==> src/rtl/tick_debouncer_if.sv <==
// Bundles the sample strobe, raw input and debounced outputs of tick_debouncer.
// The counter width follows stable_ticks, so instantiate with the same value as the debouncer.
interface tick_debouncer_if #(
    parameter int stable_ticks = 4
) ();
    localparam int CW = $clog2(stable_ticks + 1);

    logic          i_tick;
    logic          i_raw;
    logic          o_level;
    logic          o_rise;
    logic          o_fall;
    logic          o_busy;
    logic [CW-1:0] o_cnt;

    // Driver side: produces tick/raw and observes the debounced outputs.
    modport master (
        output i_tick, i_raw,
        input  o_level, o_rise, o_fall, o_busy, o_cnt
    );

    // Debouncer side.
    modport slave (
        input  i_tick, i_raw,
        output o_level, o_rise, o_fall, o_busy, o_cnt
    );
endinterface

==> src/rtl/tick_debouncer.sv <==
// Tick-sampled debouncer. The raw input passes through a synchroniser chain.
// A level change is accepted only after the synchronised value differs from
// the current level for stable_ticks consecutive sample ticks.
module tick_debouncer #(
    parameter int   stable_ticks = 4,
    parameter int   sync_stages  = 2,
    parameter logic init_level   = 1'b0
) (
    input  logic             i_clk,
    input  logic             i_rst,
    tick_debouncer_if.slave  bus
);
    localparam int CW = $clog2(stable_ticks + 1);
    localparam logic [CW-1:0] LAST = CW'(stable_ticks - 1);

    if (stable_ticks < 1) begin : g_bad_ticks
        $error("tick_debouncer: stable_ticks must be >= 1");
    end
    if (sync_stages < 2) begin : g_bad_sync
        $error("tick_debouncer: sync_stages must be >= 2");
    end

    typedef enum logic {
        STABLE  = 1'b0,
        QUALIFY = 1'b1
    } state_t;

    logic [sync_stages-1:0] sync_q;
    logic                   s_in;
    state_t                 state_q;
    logic                   level_q;
    logic                   rise_q;
    logic                   fall_q;
    logic                   busy_q;
    logic [CW-1:0]          cnt_q;

    // Synchroniser chain; the only consumer of the raw input.
    always_ff @(posedge i_clk or posedge i_rst) begin
        if (i_rst) begin
            sync_q <= {sync_stages{init_level}};
        end else begin
            sync_q <= {sync_q[sync_stages-2:0], bus.i_raw};
        end
    end

    assign s_in = sync_q[sync_stages-1];

    // Qualification FSM with registered level, edge pulses, busy and tick count.
    always_ff @(posedge i_clk or posedge i_rst) begin
        if (i_rst) begin
            state_q <= STABLE;
            level_q <= init_level;
            rise_q  <= 1'b0;
            fall_q  <= 1'b0;
            busy_q  <= 1'b0;
            cnt_q   <= '0;
        end else begin
            rise_q <= 1'b0;
            fall_q <= 1'b0;
            unique case (state_q)
                STABLE: begin
                    // Entering QUALIFY never counts a tick in the same cycle.
                    if (s_in != level_q) begin
                        state_q <= QUALIFY;
                        busy_q  <= 1'b1;
                        cnt_q   <= '0;
                    end
                end
                QUALIFY: begin
                    // Bounce takes priority over a coincident tick.
                    if (s_in == level_q) begin
                        state_q <= STABLE;
                        busy_q  <= 1'b0;
                        cnt_q   <= '0;
                    end else if (bus.i_tick) begin
                        if (cnt_q == LAST) begin
                            level_q <= s_in;
                            rise_q  <= s_in;
                            fall_q  <= ~s_in;
                            state_q <= STABLE;
                            busy_q  <= 1'b0;
                            cnt_q   <= '0;
                        end else begin
                            cnt_q <= cnt_q + CW'(1);
                        end
                    end
                end
                default: begin
                    state_q <= STABLE;
                    busy_q  <= 1'b0;
                    cnt_q   <= '0;
                end
            endcase
        end
    end

    assign bus.o_level = level_q;
    assign bus.o_rise  = rise_q;
    assign bus.o_fall  = fall_q;
    assign bus.o_busy  = busy_q;
    assign bus.o_cnt   = cnt_q;
endmodule
==> src/flat_wrapper.sv <==
// flat-port wrapper written by rule: the top's interface ports become plain ports
module tick_debouncer_flat 
#(
    parameter int   stable_ticks = 4,
    parameter int   sync_stages  = 2,
    parameter logic init_level   = 1'b0
)
  (i_clk, i_rst, bus_i_tick, bus_i_raw, bus_o_level, bus_o_rise, bus_o_fall, bus_o_busy, bus_o_cnt);
  tick_debouncer_if #(.stable_ticks(stable_ticks)) bus_i ();
  input  logic i_clk;
  input  logic i_rst;
  input wire logic [$bits(bus_i.i_tick)-1:0] bus_i_tick;
  input wire logic [$bits(bus_i.i_raw)-1:0] bus_i_raw;
  output wire logic [$bits(bus_i.o_level)-1:0] bus_o_level;
  output wire logic [$bits(bus_i.o_rise)-1:0] bus_o_rise;
  output wire logic [$bits(bus_i.o_fall)-1:0] bus_o_fall;
  output wire logic [$bits(bus_i.o_busy)-1:0] bus_o_busy;
  output wire logic [$bits(bus_i.o_cnt)-1:0] bus_o_cnt;
  assign bus_i.i_tick = bus_i_tick;
  assign bus_i.i_raw = bus_i_raw;
  assign bus_o_level = bus_i.o_level;
  assign bus_o_rise = bus_i.o_rise;
  assign bus_o_fall = bus_i.o_fall;
  assign bus_o_busy = bus_i.o_busy;
  assign bus_o_cnt = bus_i.o_cnt;
  tick_debouncer #(.stable_ticks(stable_ticks), .sync_stages(sync_stages), .init_level(init_level)) u_core (.i_clk(i_clk), .i_rst(i_rst), .bus(bus_i));
endmodule
==> config.mk <==
export PLATFORM = sky130hd
export DESIGN_NAME = tick_debouncer_flat
export DESIGN_NICKNAME = d
export VERILOG_FILES = /design/src/rtl/tick_debouncer_if.sv /design/src/rtl/tick_debouncer.sv /design/src/flat_wrapper.sv
export SDC_FILE = /design/constraint.sdc
export NUM_CORES = 1
export LEC_CHECK = 0
export BUFFER_PORTS_ARGS = -buffer_cell sky130_fd_sc_hd__buf_2
export CAP_MARGIN = 20
export CELL_PAD_IN_SITES_DETAIL_PLACEMENT = 1
export CELL_PAD_IN_SITES_GLOBAL_PLACEMENT = 1
export CORE_AREA = 2 2 39 41
export CTS_CLUSTER_DIAMETER = 80
export DETAILED_ROUTE_END_ITERATION = 12
export DIE_AREA = 0 0 41 43
export PLACE_DENSITY_LB_ADDON = 0.12
export SLEW_MARGIN = 0
export SYNTH_ARGS = -nofsm -noshare
export SYNTH_HDL_FRONTEND = slang
export SYNTH_SLANG_ARGS = --single-unit
==> constraint.sdc <==
create_clock -name i_clk -period 2 [get_ports i_clk]
set_input_delay 0.1 -clock i_clk [delete_from_list [all_inputs] [get_ports i_clk]]
set_output_delay 0.1 -clock i_clk [all_outputs]
set_load 0.01 [all_outputs]
Yosys cells after proc, flatten, opt, wreduce, memory -nomap -nowiden
Index checks and enable logic that the tools add are counted.

word-level totals
  input port bits = 4
  output and inout bits = 7
  register bits = 10
  word-level logic and storage cells = 43

cells by class
  multiplexer cells = 23
  reduce and logical (&&, ||, !) cells = 3
  equal/unequal tests = 6
  bitwise logic cells = 3
  $add $sub $neg = 1

operators by type and width
  cell                   count
  $mux W1                16
  $mux W3                4
  $ne A3 B3 Y1 const B   2
  $pmux W3 S2            1
  $pmux W1 S2            2
  $reduce_and A4 Y1      1
  $add A3 B1 Y3 const B  1
  $eq A3 B2 Y1 const B   1
  $not A1 Y1             3
  $reduce_and A3 Y1      1
  $ne A2 B1 Y1 const B   1
  $reduce_and A2 Y1      1
  $eq A1 B1 Y1           1
  $ne A1 B1 Y1           1

Logic depth before layout (Yosys ltp)
Gate-level depths: netlist of run 1.

  depth in word-level cells = 5
  gate-level depth with buffers = 4
  gate-level depth less buffers = 4

Worst setup path after synthesis of run 1
Ideal clock, no wire load.

  path type = register to register
  start = register u_core.cnt_q[0], in the netlist u_core.bus.o_cnt[0]
  end = register u_core.level_q, in the netlist u_core.bus.o_level
  setup slack = 0.585 ns
  setup time = 0.125 ns
  clock period less this slack = 1.415 ns
  path buffers = 0
  cell stages (with the launch flop) = 5
  arrival time = 1.290 ns
  required time = 1.875 ns
  cell sequence = dfrtp_1 ha_1 and2b_1 nand3_1 mux2_2

between the ends
  word-level cells in the longest chain between the ends = 2

RTL lines
  what                                line                  text
  from (decl)                         tick_debouncer.sv:35  logic [CW-1:0] cnt_q;
  from (signal assigned)              tick_debouncer.sv:84  cnt_q <= cnt_q + CW'(1);
  $eq A3 B2 Y1                        tick_debouncer.sv:76  if (cnt_q == LAST) begin
  $reduce_and A4 Y1 (no source line)  --
  to (signal assigned)                tick_debouncer.sv:52  level_q <= init_level;
  to (signal assigned)                tick_debouncer.sv:77  level_q <= s_in;
  to (decl)                           tick_debouncer.sv:31  logic level_q;

Every way passes these cells.
A chain may end at the register's enable or synchronous reset.

Worst setup path after layout of run 1
Ends and elaborated chain as after synthesis.

==> flow_metrics.py, run 1 <==
metrics = {
    "run_status": {
        "outcome": "complete, no violations",
    },
    "synth": {
        "netlist_top_cells_count": "sky130_fd_sc_hd__dfrtp_1 (10), sky130_fd_sc_hd__nand2_1 (6)",
        "yosys.cell_types.count": 21,
        "yosys_warnings": 0,
        "synth_edf_count": 0,
        "mapped_cell_area_um2": 452,
        "most_frequent_cell_after_synthesis": "sky130_fd_sc_hd__dfrtp_1",
        "ys_top_cells_by_area": "sky130_fd_sc_hd__dfrtp_1 (55%), sky130_fd_sc_hd__nand2_1 (5.0%), sky130_fd_sc_hd__o2bb2ai_1 (3.9%)",
        "ys.flop_type": "sky130_fd_sc_hd__dfrtp_1",
        "synthDominantAreaCellType": "sky130_fd_sc_hd__dfrtp_1",
        "syn-instance-count": 39,
        "synth_largest_type_area_fraction": 0.554,
        "syn_avg_cell_area_um2": 11.6,
        "synth_seq_area_share": 0.554,
        "synth_fp_nets": 44,
        "asr_flop_ratio_synth": 1.00,
        "postSynthRegisterBits": 10,
    },
    "cells_and_area": {
        "insertedDiodeCount": 0,
        "area_growth_syn_to_layout_pct": 23.8,
        "stdcell_count": 69,
        "fill_cell_total_of_the_finished_layout": 163,
        "post_route_cells_drive_above_1_share": 0.302,
        "num-nets-final": 60,
    },
    "clock_network": {
        "h-tree-depth": 1,
        "clock_tree.root_cell": "sky130_fd_sc_hd__clkbuf_4",
        "clock_path_buffers": 2,
        "cts_inserted_buffers": 3,
        "path_clk_slew_ns": 0.06,
        "cts.repair.resized": 0,
        "clkLatencyLatePin_ns": 0.26,
        "ctsHoldBuffers": 2,
        "tritoncts": "done",
        "postCtsSetupBuffers": 0,
        "clock_sink_count": 10,
    },
    "power": {
        "pwr_density_cell_mw_per_mm2": 768,
        "total_power_after_layout_mw": 0.430,
        "worst_ir_drop_vdd_mv": 0.345,
        "power.static_leakage_nw": 0.275,
    },
    "floorplan": {
        "standard_cell_core_area_mm2": 0.00138,
        "standard_cell_rows": 14,
        "die_width_um": 41,
        "io-pin-count": 11,
        "die_y_extent_um": 43,
        "die_area_mm2": 0.00176,
        "start_util": 0.326,
    },
    "min_path": {
        "timing.hold.worst.class": "in -> reg",
    },
    "global_route": {
        "grt_remaining_overflow": 0,
        "wire_length_of_the_first_global_routing_pass_mm": 1.50,
        "number_of_global_route_vias_before_repair": 349,
        "largest_net_degree_at_the_start_of_global_routing": 11,
        "antenna_found_initial": 0,
        "gr-usage-all-layers": 0.133,
    },
    "routing": {
        "ant_nets": 0,
        "totalWireLength_um": 875,
        "drt_iter0_markers": 0,
        "dr_total_vias": 341,
        "total_iterations_of_the_first_detailed_routing_run": 1,
        "route.detailed.vias_per_inst": 4.94,
        "post_drt_wl_per_cell_um": 12.7,
        "drcViolationCount": 0,
    },
    "sta": {
        "worst_max_slew_pin_slew_ns": 0.412,
        "finalHoldWorstSlack_ns": 0.142,
        "slew-limit-headroom": 0.723,
        "setup_total_negative_slack_ns": 0,
        "fin_skew_ns": 0.00375,
        "slew_violations": 0,
        "post-route-worst-setup-slack_ns": 0.524,
        "min_period_over_period": 0.738,
        "final_count_of_negative_setup_slack_endpoints": 0,
        "hold_viol_final": 0,
        "unrepaired_setup_endpoints_after_global_routing": "no",
        "fmax_mhz": 678,
        "finalCriticalPeriod_ns": 1.48,
    },
    "placement": {
        "buffer_ports.inserted": 10,
        "post-place-ws_ns": 0.526,
        "detailed_placer_s_ending_hpwl_um": 706,
        "routabilityCongestion": 0.689,
        "placed_cells": 64,
    },
    "job": {
        "cap_violations": 0,
    },
    "worst_setup_path": {
        "type_of_element_launching_the_critical_path": "register",
        "cp_max_fo": 5,
        "timing.critical_path.arrival_ns": 1.62,
        "required_ns": 2.14,
        "critPathCaptureType": "register",
        "path_class": "reg -> reg",
    },
}
worst max-delay path: stages, from the launching register on:
cell,delay [ns]
sky130_fd_sc_hd__dfrtp_1,0.42
sky130_fd_sc_hd__ha_1,0.23
sky130_fd_sc_hd__and2b_1,0.21
sky130_fd_sc_hd__nand3_1,0.15
sky130_fd_sc_hd__mux2_2,0.35
per-stage QoR:
step           cell area (um^2)   util
5_1_grt                     559  0.404
6_report                    559  0.404
3_3_place_gp                517  0.373
2_1_floorplan               452      -
4_1_cts                     559  0.404
3_5_place_dp                517  0.373
cell usage in the layout (no fill, tap or decap), drive strengths merged:
master / Yosys / layout
buf: 0 / 10
dfrtp: 10 / 10
nand2: 6 / 6
clkbuf: 1 / 3
nor2: 2 / 2
nor3b: 2 / 2
o2bb2ai: 2 / 2
nand2b: 2 / 2
dlygate4sd3: 0 / 2
and2b: 1 / 1
nand3: 1 / 1
mux2: 1 / 1
xor2: 1 / 1
xnor2: 1 / 1
nor4b: 1 / 1
nor3: 1 / 1
a211o: 1 / 1
a31oi: 1 / 1
inv: 1 / 1
a21boi: 1 / 1
o21a: 1 / 1
o22ai: 1 / 1
ha: 1 / 1
per-layer routing:
layer	vias to the layer above	track usage	share of wire	wire length, um
met5	-	0	0	0
met4	0	0.120	0.011	10
met3	2	0.0157	0.038	33
met2	8	0.181	0.49	431
met1	166	0.174	0.46	400
li1	165	-	-	-
cells by family (layout without fill, tap and decap cells):
group	Yosys count	in the layout	synth area share
and+or+nand+nor	16	16	0.199
DFF	10	10	0.554
AOI/OAI and AO/OA	7	7	0.119
xor gates and xnor gates	2	2	0.0554
buffers and inverters	2	16	0.0194
adders and majority gates	1	1	0.0277
muxes	1	1	0.0249
where the power goes:
group	switching [mW]	internal, mW
clock network	0.0623	0.0692
registers	0.0170	0.216
logic	0.0337	0.0313
total	0.113	0.317
worst paths after layout:
check | startpoint | endpoint | depth (start not counted) | slack (ns)
min in group asynchronous | i_rst | u_core.bus.o_level | 3 | 0.36
hold / removal | bus_i_tick | u_core.state_q | 2 | 0.14
hold reg to reg | u_core.sync_q[0] | u_core.sync_q[1] | 0 | 0.36
setup reg to reg | u_core.bus.o_cnt[0] | u_core.bus.o_level | 4 | 0.52
setup / recovery | u_core.bus.o_cnt[0] | u_core.bus.o_level | 4 | 0.52
max in group asynchronous | i_rst | u_core.bus.o_cnt[0] | 3 | 1.36
final cells by class:
| cell class | count | area (um^2) | share of cell area |
|---|---|---|---|
| Inverter | 1 | 3.75 | 0.00671 |
| Tap cell | 16 | 20.0 | 0.0358 |
| Clock buffer | 3 | 22.5 | 0.0403 |
| Multi-Input combinational cell | 27 | 193 | 0.345 |
| Sequential cell | 10 | 250 | 0.447 |
| Timing Repair Buffer | 12 | 70.1 | 0.125 |
sequential cells by signal, summed over array words and instances (netlist names):
signal and cells:
u_core.bus.o_busy 1, u_core.sync_q 2, u_core.bus.o_cnt 3, u_core.bus.o_level 1, u_core.bus.o_rise 1, u_core.state_q 1
u_core.bus.o_fall 1
(Power assumes the default switching activity.)
==> inputs of run 2 (changes only) <==
--- a/config.mk
+++ b/config.mk
@@ -5,6 +5,7 @@
 export SDC_FILE = /design/constraint.sdc
 export NUM_CORES = 1
 export LEC_CHECK = 0
+export ABC_AREA = 1
 export BUFFER_PORTS_ARGS = -buffer_cell sky130_fd_sc_hd__buf_2
 export CAP_MARGIN = 20
 export CELL_PAD_IN_SITES_DETAIL_PLACEMENT = 1
==> constraint.sdc (replaced) <==
create_clock -name i_clk -period 1.5 [get_ports i_clk]
set_input_delay 0.075 -clock i_clk [delete_from_list [all_inputs] [get_ports i_clk]]
set_output_delay 0.075 -clock i_clk [all_outputs]
set_load 0.01 [all_outputs]
==> run 2 against run 1 <==
  * Flip-flop and latch count unchanged
  * Global-route usage shrank 0.70 points
  * Critical path depth up 2
  * Sequential power up 57%
  * Largest power group unchanged
  * Worst hold slack improved by 0.017 ns
  * Power is 94% higher
  * Setup slack lost 0.19 ns
  * Cell count up 14%
  * Final area shrank 0.67%
  * Combinational power increased to 3.5 times the previous value
  * Clock skew down 0.0020 ns
  * First-iteration DRC count is 1 higher
==> flow_metrics.py, run 2 <==
metrics = {
    "synth": {
        "yosys_warnings": 0,
        "mapped_cell_area_um2": 429,
        "syn_avg_cell_area_um2": 9.13,
        "ys.flop_type": "sky130_fd_sc_hd__dfrtp_1",
        "synth_fp_nets": 52,
        "synth_edf_count": 0,
        "most_frequent_cell_after_synthesis": "sky130_fd_sc_hd__nand2_1",
        "asr_flop_ratio_synth": 1.00,
        "yosys.cell_types.count": 12,
        "netlist_top_cells_count": "sky130_fd_sc_hd__nand2_1 (13), sky130_fd_sc_hd__dfrtp_1 (10), sky130_fd_sc_hd__inv_1 (7)",
        "ys_top_cells_by_area": "sky130_fd_sc_hd__dfrtp_1 (58%), sky130_fd_sc_hd__nand2_1 (11%), sky130_fd_sc_hd__inv_1 (6.1%)",
        "syn-instance-count": 47,
        "synth_largest_type_area_fraction": 0.583,
        "synthDominantAreaCellType": "sky130_fd_sc_hd__dfrtp_1",
        "synth_seq_area_share": 0.583,
        "postSynthRegisterBits": 10,
    },
    "clock_network": {
        "postCtsSetupBuffers": 0,
        "cts.repair.resized": 0,
        "clkLatencyLatePin_ns": 0.26,
        "ctsHoldBuffers": 2,
        "clock_path_buffers": 2,
        "clock_sink_count": 10,
        "clock_tree.root_cell": "sky130_fd_sc_hd__clkbuf_4",
        "cts_inserted_buffers": 3,
        "tritoncts": "done",
        "h-tree-depth": 1,
        "path_clk_slew_ns": 0.07,
    },
    "placement": {
        "routabilityCongestion": 0.661,
        "detailed_place.area_um2": 499,
        "detailed_placer_s_ending_hpwl_um": 649,
        "buffer_ports.inserted": 10,
        "placed_cells": 73,
    },
    "cells_and_area": {
        "largest_register_ffs": 3,
        "fill_cell_total_of_the_finished_layout": 174,
        "layout_commonest_cell": "sky130_fd_sc_hd__nand2_1",
        "stdcell_count": 79,
        "post_route_cells_drive_above_1_share": 0.302,
        "final_cell_mix": "sky130_fd_sc_hd__nand2_1 (13), sky130_fd_sc_hd__buf_2 (10), sky130_fd_sc_hd__dfrtp_1 (10)",
        "area_growth_syn_to_layout_pct": 29.4,
        "finish.utilization": 0.401,
        "num-nets-final": 69,
        "insertedDiodeCount": 0,
        "layout.area.seq_um2": 250,
        "design_area_um2": 556,
        "multi_input_area_um2": 153,
    },
    "floorplan": {
        "io-pin-count": 11,
        "die_width_um": 41,
        "standard_cell_rows": 14,
        "die_area_mm2": 0.00176,
        "die_y_extent_um": 43,
        "standard_cell_core_area_mm2": 0.00138,
        "start_util": 0.310,
    },
    "routing": {
        "ant_nets": 0,
        "drt_iter0_markers": 1,
        "drcViolationCount": 0,
        "route.detailed.vias_per_inst": 4.37,
        "totalWireLength_um": 819,
        "dr_total_vias": 345,
        "post_drt_wl_per_cell_um": 10.4,
        "total_iterations_of_the_first_detailed_routing_run": 3,
    },
    "power": {
        "power.static_leakage_nw": 0.311,
        "worst_ir_drop_vdd_mv": 0.641,
        "pwr_density_cell_mw_per_mm2": 1500,
    },
    "run_status": {
        "outcome": "complete, no violations",
    },
    "worst_setup_path": {
        "crit_path_start": "u_core.bus.o_cnt[0]",
        "type_of_element_launching_the_critical_path": "register",
        "path_class": "reg -> reg",
        "cp_max_fo": 4,
        "reg2reg_depth": 6,
        "critPathCaptureType": "register",
        "timing.critical_path.arrival_ns": 1.37,
        "required_ns": 1.70,
        "reg2reg_setup_slack_ns": 0.34,
        "regToRegStartpoint": "u_core.bus.o_cnt[0]",
    },
    "sta": {
        "slew-limit-headroom": 0.738,
        "min_period_over_period": 0.774,
        "unrepaired_setup_endpoints_after_global_routing": "no",
        "finalCriticalPeriod_ns": 1.16,
        "slew_violations": 0,
        "fin_skew_ns": 0.00173,
        "finalHoldWorstSlack_ns": 0.159,
        "worst_max_slew_pin_slew_ns": 0.393,
        "fmax_mhz": 861,
        "final_count_of_negative_setup_slack_endpoints": 0,
        "setup_total_negative_slack_ns": 0,
        "hold_viol_final": 0,
    },
    "min_path": {
        "timing.hold.worst.class": "in -> reg",
        "worstHoldStart": "bus_i_tick",
        "timing.hold.worst_path_depth": 3,
    },
    "job": {
        "cap_violations": 0,
    },
    "global_route": {
        "antenna_found_initial": 0,
        "grt_remaining_overflow": 0,
        "number_of_global_route_vias_before_repair": 336,
        "largest_net_degree_at_the_start_of_global_routing": 11,
        "wire_length_of_the_first_global_routing_pass_mm": 1.41,
        "gr-usage-all-layers": 0.126,
    },
}
[run 2: changes by cell type after synthesis, sizes merged, moves of 2 or more]
cell / before / now
o2bb2ai: 2 / 0
nor2: 2 / 7
inv: 1 / 7
nand2b: 2 / 0
nor3b: 2 / 0
nand3: 1 / 5
nand2: 6 / 14
[run 2: cell families (layout without fill, tap and decap cells)]
logic type,after synthesis,in the layout,synth area share
and+or+nand+nor,28,28,0.315
DFF,10,10,0.583
buffers and inverters,7,23,0.0612
adders and majority gates,1,1,0.0291
AOI/OAI and AO/OA,1,1,0.0117
[run 2: path summary, 6_finish.rpt]
check,end
max,u_core.bus.o_cnt[0]
min,u_core.bus.o_rise
max reg2reg,u_core.bus.o_cnt[0]
min reg2reg,u_core.sync_q[1]
max in group asynchronous,u_core.bus.o_rise
min in group asynchronous,u_core.bus.o_cnt[0]
[run 2: power by group]
group	switching [mW]	internal (mW)
clock	0.0948	0.147
sequential	0.0428	0.322
combinational	0.140	0.0890
[run 2: per-stage QoR]
stage | power (mW) | worst slack, ns
after floorplan | 0.520 | 0.395
after global placement | 0.603 | 0.357
after detailed placement | 0.602 | 0.352
after CTS | 0.859 | 0.324
after global routing | 0.910 | 0.260
final | 0.836 | 0.339
[run 2: critical path: stages (launching register included)]
cell and delay (ns):
sky130_fd_sc_hd__dfrtp_1 0.41, sky130_fd_sc_hd__ha_1 0.22, sky130_fd_sc_hd__nand2_1 0.14, sky130_fd_sc_hd__nand3_2 0.11, sky130_fd_sc_hd__nor2_2 0.11, sky130_fd_sc_hd__nand2_1 0.06, sky130_fd_sc_hd__nand2_1 0.06
[run 2: per-layer routing]
layer | GRT usage | up-vias | share of wire
met1 | 0.157 | 159 | 0.47
met4 | 0.100 | 0 | 0.017
met2 | 0.175 | 8 | 0.46
li1 | - | 176 | -
met3 | 0.0314 | 2 | 0.049
met5 | 0 | - | 0
[run 2: cell type report]
cell class / count / area share
repair buffers: 12 / 0.126
flip-flops and latches: 10 / 0.450
clock buffers: 4 / 0.0653
multi-input cells: 30 / 0.275
inverters: 7 / 0.0473
well taps: 16 / 0.0360
==> inputs of run 3 (changes only) <==
--- a/config.mk
+++ b/config.mk
@@ -10,10 +10,10 @@
 export CAP_MARGIN = 20
 export CELL_PAD_IN_SITES_DETAIL_PLACEMENT = 1
 export CELL_PAD_IN_SITES_GLOBAL_PLACEMENT = 1
-export CORE_AREA = 2 2 39 41
+export CORE_MARGIN = 2
+export CORE_UTILIZATION = 31
 export CTS_CLUSTER_DIAMETER = 80
 export DETAILED_ROUTE_END_ITERATION = 12
-export DIE_AREA = 0 0 41 43
 export PLACE_DENSITY_LB_ADDON = 0.12
 export SLEW_MARGIN = 0
 export SYNTH_ARGS = -nofsm -noshare
==> constraint.sdc (replaced) <==
create_clock -name i_clk -period 1.05 [get_ports i_clk]
set_input_delay 0.0525 -clock i_clk [delete_from_list [all_inputs] [get_ports i_clk]]
set_output_delay 0.0525 -clock i_clk [all_outputs]
set_load 0.01 [all_outputs]
==> run 3 against run 2 <==
  * The run now ends with setup timing left
  * Global-route usage up 2.3 points
  * Clock power is 41% higher
  * Utilization is 11 points higher
  * Largest cell class unchanged
  * Wire length is 17% higher
  * Register-to-register slack lost 0.35 ns
  * Largest power group unchanged
==> flow_metrics.py, run 3 (synthesis gave the netlist of run 2 again) <==
metrics = {
    "worst_setup_path": {
        "timing.critical_path.slowest_stage_cell": "sky130_fd_sc_hd__dfrtp_1",
        "type_of_element_launching_the_critical_path": "register",
        "critPathCaptureType": "register",
        "critical_path_cell_sequence": "ha_4 -> nand2_4 -> nand3_2 -> nor2_4 -> nand2_1 -> nand2_1",
        "reg2reg_setup_slack_ns": -0.007,
        "crit_buf_inv": 0,
        "required_ns": 1.26,
        "path_class": "reg -> reg",
        "critical-path-top-delay-family": "flip-flops",
        "timing.critical_path.arrival_ns": 1.26,
        "slowest_delay_ns": 0.41,
        "cp_max_fo": 3,
        "path_common_cell": "sky130_fd_sc_hd__nand2_1",
    },
    "power": {
        "worst_ir_drop_vdd_mv": 0.815,
        "total_power_after_layout_mw": 1.38,
        "pwr_density_cell_mw_per_mm2": 2070,
        "power.static_leakage_nw": 0.348,
    },
    "clock_network": {
        "clkLatencyLatePin_ns": 0.26,
        "clock_tree.root_cell": "sky130_fd_sc_hd__clkbuf_4",
        "clock_path_buffers": 2,
        "path_clk_slew_ns": 0.07,
        "tritoncts": "done",
        "clock_sink_count": 10,
        "cts_inserted_buffers": 3,
        "h-tree-depth": 1,
    },
    "job": {
        "cap_violations": 0,
    },
    "routing": {
        "drt_iter0_markers": 1,
        "route.detailed.vias_per_inst": 4.49,
        "post_drt_wl_per_cell_um": 11.2,
        "total_iterations_of_the_first_detailed_routing_run": 2,
        "ant_nets": 0,
        "drcViolationCount": 0,
        "totalWireLength_um": 956,
        "dr_total_vias": 382,
    },
    "run_status": {
        "outcome": "complete, but fails checks",
        "failed_checks": "setup timing",
    },
    "cells_and_area": {
        "final_cell_mix": "sky130_fd_sc_hd__nand2_1 (10), sky130_fd_sc_hd__buf_2 (10), sky130_fd_sc_hd__dfrtp_1 (9)",
        "largest_register_ffs": 3,
        "post_route_cells_drive_above_1_share": 0.500,
        "num-nets-final": 76,
        "insertedDiodeCount": 0,
        "area_growth_syn_to_layout_pct": 55.4,
        "stdcell_count": 85,
        "design_area_um2": 667,
    },
    "global_route": {
        "grt_remaining_overflow": 0,
        "largest_net_degree_at_the_start_of_global_routing": 11,
        "gr-usage-all-layers": 0.149,
        "number_of_global_route_vias_before_repair": 361,
        "antenna_found_initial": 0,
        "wire_length_of_the_first_global_routing_pass_mm": 1.48,
    },
    "floorplan": {
        "standard_cell_rows": 13,
        "die_area_mm2": 0.00170,
        "io-pin-count": 11,
        "die_y_extent_um": 41.2,
        "start_util": 0.330,
        "standard_cell_core_area_mm2": 0.00130,
        "die_width_um": 41.2,
    },
    "placement": {
        "placed_cells": 77,
        "post-place-ws_ns": -0.0436,
        "detailed_place.area_um2": 541,
        "detailed_placer_s_ending_hpwl_um": 669,
        "routabilityCongestion": 0.648,
        "buffer_ports.inserted": 10,
    },
    "sta": {
        "slew_violations": 0,
        "worst_max_slew_pin_slew_ns": 0.377,
        "unrepaired_setup_endpoints_after_global_routing": "yes",
        "fmax_mhz": 946,
        "post-route-worst-setup-slack_ns": -0.00680,
        "min_period_over_period": 1.01,
        "final_count_of_negative_setup_slack_endpoints": 2,
        "fin_skew_ns": 0.00158,
        "setup_total_negative_slack_ns": -0.0104,
        "hold_viol_final": 0,
        "finalCriticalPeriod_ns": 1.06,
        "slew-limit-headroom": 0.749,
    },
    "min_path": {
        "timing.hold.worst.class": "in -> reg",
    },
}
[run 3: final timing paths]
check                               startpoint                  end  cells past startpoint
setup / recovery           u_core.bus.o_cnt[1]  u_core.bus.o_cnt[1]                      6
hold / removal                      bus_i_tick    u_core.bus.o_busy                      6
setup reg to reg           u_core.bus.o_cnt[1]  u_core.bus.o_cnt[1]                      6
hold reg to reg               u_core.sync_q[0]     u_core.sync_q[1]                      0
max in group asynchronous                i_rst   u_core.bus.o_level                      3
min in group asynchronous                i_rst     u_core.sync_q[0]                      3
[run 3: what timing repair did]
action / 4_1_cts / 5_1_grt
endpoints found under the setup margin: 4 / 7
buffers inserted: 2 / 0
pin swaps: 5 / 4
hold endpoints to repair: 11 / 0
hold buffers: 2 / 0
gates resized for setup: 7 / 7
[run 3: worst register-to-register path, stage by stage (launching register included)]
cell	delay [ns]
sky130_fd_sc_hd__dfrtp_1	0.41
sky130_fd_sc_hd__ha_4	0.19
sky130_fd_sc_hd__nand2_4	0.08
sky130_fd_sc_hd__nand3_2	0.10
sky130_fd_sc_hd__nor2_4	0.11
sky130_fd_sc_hd__nand2_1	0.06
sky130_fd_sc_hd__nand2_1	0.06
[run 3: power breakdown]
group	leakage, nW	switching (mW)	internal [mW]
sequential	0.127	0.0718	0.462
combinational	0.200	0.271	0.236
clock	0.0210	0.131	0.210
total	0.348	0.473	0.909
[run 3: cell type report]
| type | instances | area [um^2] |
|---|---|---|
| Clock buffer | 4 | 36.3 |
| Fill cell | 156 | 634 |
| Inverter | 7 | 26.3 |
| Multi-Input combinational cell | 30 | 211 |
| Sequential cell | 10 | 251 |
| Tap cell | 15 | 18.8 |
| Timing Repair Buffer | 19 | 123 |
[run 3: per-layer routing]
layer  GRT usage  vias to the layer above  wire (um)  share of wire
met4       0.121                        0          8         0.0084
met2       0.227                        9        472           0.49
li1            -                      192          -              -
met5           0                        -          0              0
met3      0.0489                        2         49          0.051
met1       0.167                      179        426           0.45
[run 3: stage by stage]
step	utilization	hold slack [ns]
final	0.513	0.193
after global routing	0.513	0.237
after CTS	0.488	0.192
after detailed placement	0.415	0.0546
after global placement	0.415	0.0545
after floorplan	-	-0.107
